## src/rtl/kvaz_multi.sv

```systemverilog
// Multi-disk RAM window controller: per-disk control registers with deferred writes.
// Define KVAZ_WIDE_WINDOW_EN to let cr[6] widen the window to 8000-FFFF.
module kvaz_multi #(
   parameter int NUM_DISKS = 2,
   parameter int PAGE_W    = 5
) (
   input  logic                 clk,
   input  logic                 reset,
   input  logic                 clke,
   input  logic [15:0]          address,
   input  logic [NUM_DISKS-1:0] sel,
   input  logic [7:0]           data_in,
   input  logic                 stack,
   input  logic                 memwr,
   input  logic                 memrd,
   output logic [PAGE_W-1:0]    bigram_addr,
   output logic                 pending,
   input  logic [1:0]           debug_sel,
   output logic [7:0]           debug
);

   logic [7:0]           cr        [NUM_DISKS];
   logic [7:0]           pend_data [NUM_DISKS];
   logic [NUM_DISKS-1:0] pend;
   logic                 access;
   logic [NUM_DISKS-1:0] hit_s;
   logic [NUM_DISKS-1:0] hit_w;
   logic [PAGE_W-1:0]    next_page;

   assign access = memwr | memrd;

   always_ff @(posedge clk) begin
      if (reset) begin
         for (int d = 0; d < NUM_DISKS; d++) begin
            cr[d]        <= 8'h00;
            pend_data[d] <= 8'h00;
            pend[d]      <= 1'b0;
         end
      end else begin
         for (int d = 0; d < NUM_DISKS; d++) begin
            if (clke && sel[d] && !access) begin
               cr[d]   <= data_in;
               pend[d] <= 1'b0;
            end else if (clke && sel[d]) begin
               pend_data[d] <= data_in;
               pend[d]      <= 1'b1;
            end else if (clke && !access && pend[d]) begin
               cr[d]   <= pend_data[d];
               pend[d] <= 1'b0;
            end
         end
      end
   end

   always_comb begin
      logic win;
      hit_s = '0;
      hit_w = '0;
      for (int d = 0; d < NUM_DISKS; d++) begin
         win = (address[15:12] >= 4'hA) && (address[15:12] <= 4'hD);
`ifdef KVAZ_WIDE_WINDOW_EN
         if (cr[d][6])
            win = address[15];
`endif
         hit_s[d] = cr[d][4] & stack & access;
         hit_w[d] = cr[d][5] & win & access;
      end
   end

   // Window hits are resolved first so a stack hit can override them.
   always_comb begin
      logic fw;
      logic fs;
      next_page = '0;
      fw = 1'b0;
      fs = 1'b0;
      for (int d = 0; d < NUM_DISKS; d++) begin
         if (!fw && hit_w[d]) begin
            next_page = PAGE_W'(1 + 4 * d) + PAGE_W'(cr[d][1:0]);
            fw = 1'b1;
         end
      end
      for (int d = 0; d < NUM_DISKS; d++) begin
         if (!fs && hit_s[d]) begin
            next_page = PAGE_W'(1 + 4 * d) + PAGE_W'(cr[d][3:2]);
            fs = 1'b1;
         end
      end
   end

   always_ff @(posedge clk) begin
      if (reset)
         bigram_addr <= '0;
      else
         bigram_addr <= next_page;
   end

   assign pending = |pend;

   always_comb begin
      debug = 8'h00;
      for (int d = 0; d < NUM_DISKS; d++) begin
         if (debug_sel == 2'(d))
            debug = cr[d];
      end
   end

endmodule
```

## config.mk

```make
export PLATFORM = sky130hd
export DESIGN_NAME = kvaz_multi
export DESIGN_NICKNAME = d
export VERILOG_FILES = /design/src/rtl/kvaz_multi.sv
export SDC_FILE = /design/constraint.sdc
export NUM_CORES = 1
export LEC_CHECK = 0
export BUFFER_PORTS_ARGS = -buffer_cell sky130_fd_sc_hd__buf_2
export CORE_ASPECT_RATIO = 1.4
export CORE_MARGIN = 2
export CORE_UTILIZATION = 53
export CTS_CLUSTER_DIAMETER = 80
export DETAILED_ROUTE_END_ITERATION = 10
export GPL_ROUTABILITY_DRIVEN = 0
export PLACE_DENSITY_LB_ADDON = 0.3
export SKIP_CTS_REPAIR_TIMING = 1
export SYNTH_ARGS = -nofsm -noshare
export SYNTH_HDL_FRONTEND = slang
export SYNTH_SLANG_ARGS = --single-unit
```

## constraint.sdc

```tcl
create_clock -name clk -period 1.5 [get_ports clk]
set_input_delay 0 -clock clk [delete_from_list [all_inputs] [get_ports clk]]
set_output_delay 0 -clock clk [all_outputs]
set_load 0.05 [all_outputs]
```

==> impl_metrics.toml <==
[setup_path]
critPathRequiredTime_ns = 1.69
worstSetupPathType = "flip-flop to flip-flop"
worst_setup_path_end_kind = "flip-flop"
critical_path.slowest_cell = "edfxtp_1"
worst-path-max-fanout = 3
critPathMaxStageDelay_ns = 0.41
worst_setup_path_start_kind = "flip-flop"
cp.arrival_ns = 1.54
path_cells = "ha_1 -> nor3b_1 -> o2111ai_1 -> a221oi_1"

[sta]
drv_slew = 0
setup_viol = 0
tightest_slew_ns = 0.5036
report.final.hold_viol_count = 0
min_period_ns = 1.351
final_min_period_over_clock_period_pct = 90.10
slew_headroom_pct = 66.36
clock.fmax_mhz = 740.0
fin_tns_setup_ns = 0
rsz0062_at_grt = "no"
layout_setup_ws_ns = 0.1486
skew_ns = 0.005310

[route]
vias = 1448
wl_um = 3844
vias_per_cell = 5.701
post-route-drc-count = 0
dr.pass1.iters = 4
drtIter0Drc = 39
wl_per_cell_um = 15.13
ant_nets = 0

[placed_design]
post-place-ws_ns = 0.1419
place_hpwl_um = 2990
portBuffers = 33

[clock_tree]
clk_latency_ns = 0.28
cts_sinks = 38
cts_root_buf = "clkbuf_8"
clk_pin_slew_ns = 0.07
cts_made_buffers = 5
cts_tree = "built"
cts_max_level = 2
cts-root-to-sink-buffers = 2

[cells_and_area]
n_fill_cell = 330
drive_gt1_share_pct = 25.00
layout.nets = 249
n_antenna_cell = 0
area_delta_synth_final_pct = 14.52
multi_input_area_sq_um = 814.5
seqCellArea_sq_mm = 0.001081

[floorplan]
dieArea_sq_mm = 0.004184
die_x_um = 55.24
core_area_sq_mm = 0.003578
start_util_pct = 54.44
io_pins = 48
die_h_um = 75.74
rows = 26

[power]
p_per_area_mw_per_mm2 = 1002
p_leak_nw = 0.8814
ir_worst_vdd_uv = 873.9

[logic_synthesis]
synthAdderAreaFrac_pct = 2.569
synth_compound_area_share_pct = 16.70
synthSimpleGateAreaFrac_pct = 17.79
synth_commonest_cells = "edfxtp_1 (32), nand2_1 (19), a21oi_1 (18)"
synthMuxAreaShare_pct = 4.110
ys_ff_latch = 38
syn_avg_cell_area_sq_um = 11.01
synth_top_area_share_pct = 49.33
synth.area.top_cells = "edfxtp_1 (49%), dfxtp_1 (6.2%), a21oi_1 (4.6%)"
syn-num-nets = 215
synth_top_family_by_area = "simple AND/OR/NAND/NOR gates"
synth-seq-area-share_pct = 55.49
synth_edf_count = 32
synth.most_common_cell = "edfxtp_1"
synthesis.area_sq_mm = 0.001948
syn-instance-count = 177
synth.largest_area_cell = "edfxtp_1"
synth_xor_area_share_pct = 0.4496
yosysUniqueCellTypes = 39
yosysWarnings = 0
synthArstFlopShare_pct = 0
synth_flop_cell = "edfxtp_1"

[global_route]
grt_max_degree = 17
grt_use_total_pct = 19.58
antenna_found_initial = 0
grt_pass1_wl_um = 6196
grt_pass1_vias = 1356
overflow = 0

[flow_run]
drv_cap = 0

[hold_path]
hp-class = "primary input to flip-flop"

[run_status]
status = "finished, final reports clean"
cells in the final DEF (no fill, tap or decap), types with 3 or more instances in the layout:
cell | netlist | final
o2111ai_1 | 3 | 3
o21ai_0 | 17 | 17
ha_1 | 4 | 4
nand2_1 | 19 | 19
clkbuf_8 | 0 | 5
mux2i_1 | 8 | 8
buf_4 | 2 | 5
a211oi_1 | 3 | 3
nor2_1 | 14 | 14
clkbuf_1 | 4 | 3
a21oi_1 | 18 | 18
and2_1 | 10 | 10
dfxtp_1 | 6 | 6
edfxtp_1 | 32 | 32
nor2b_1 | 4 | 4
buf_2 | 3 | 33
registers in the layout, indices dropped and copies added (netlist names):
name and flops:
pend 2, pend_data 16, bigram_addr 4, cr 16
worst paths after layout:
check                startpoint                         to  slack [ns]  depth (start not counted)
min reg2reg  cr[1][2]$_DFFE_PP_  bigram_addr[0]$_SDFF_PP0_        0.53                          1
min                        clke       pend[0]$_SDFFE_PP0P_        0.04                          2
max          cr[1][0]$_DFFE_PP_  bigram_addr[2]$_SDFF_PP0_        0.15                          4
max reg2reg  cr[1][0]$_DFFE_PP_  bigram_addr[2]$_SDFF_PP0_        0.15                          4
worst max-delay path: cells and delay by family, from the launching register on:
family	cells	cell delay, ns
AND/OR/NAND/NOR	1	0.19
adder cells (fa/ha/maj)	1	0.23
AO/OA/AOI/OAI	2	0.43
flip-flops	1	0.41
per-stage QoR:
| step | area (sq um) | power (mW) | utilization (%) | cells | hold slack (ns) |
|---|---|---|---|---|---|
| floorplan | 1948 | 1.499 | - | 177 | 0.1861 |
| global placement | 2151 | 1.587 | 60.10 | 246 | 0.3111 |
| detailed placement | 2151 | 1.604 | 60.10 | 246 | 0.3289 |
| CTS | 2231 | 2.251 | 62.34 | 254 | 0.02641 |
| global route | 2231 | 2.332 | 62.34 | 254 | 0.03321 |
| finish | 2231 | 2.236 | 62.34 | 254 | 0.03605 |
cells by family after synthesis:
group / count (synthesis)
xor+xnor: 1
buf+inv: 11
compound gates: 53
flops: 38
fa+ha+maj: 4
simple gates: 61
other cells: 1
mux: 8
report_power, final:
part / total [mW] / internal [mW] / switching [mW]
sequential: 1.25 / 1.22 / 0.0321
combinational: 0.332 / 0.110 / 0.221
clock: 0.654 / 0.330 / 0.324
layout make-up:
cell class | count | area share (%)
flip-flops and latches | 38 | 48.46
multi-input cells | 128 | 36.51
repair buffers | 38 | 9.086
clock buffers | 8 | 3.589
well taps | 42 | 2.356
per-layer routing:
layer | vias up | GRT usage (%) | share of wire (%)
met2 | 43 | 39.42 | 57
met5 | - | 0 | 0
met3 | 4 | 3.226 | 4.0
met1 | 682 | 19.82 | 38
met4 | 0 | 8.943 | 1.0
li1 | 719 | - | -
Note: power is estimated with default switching activity, not from simulation.
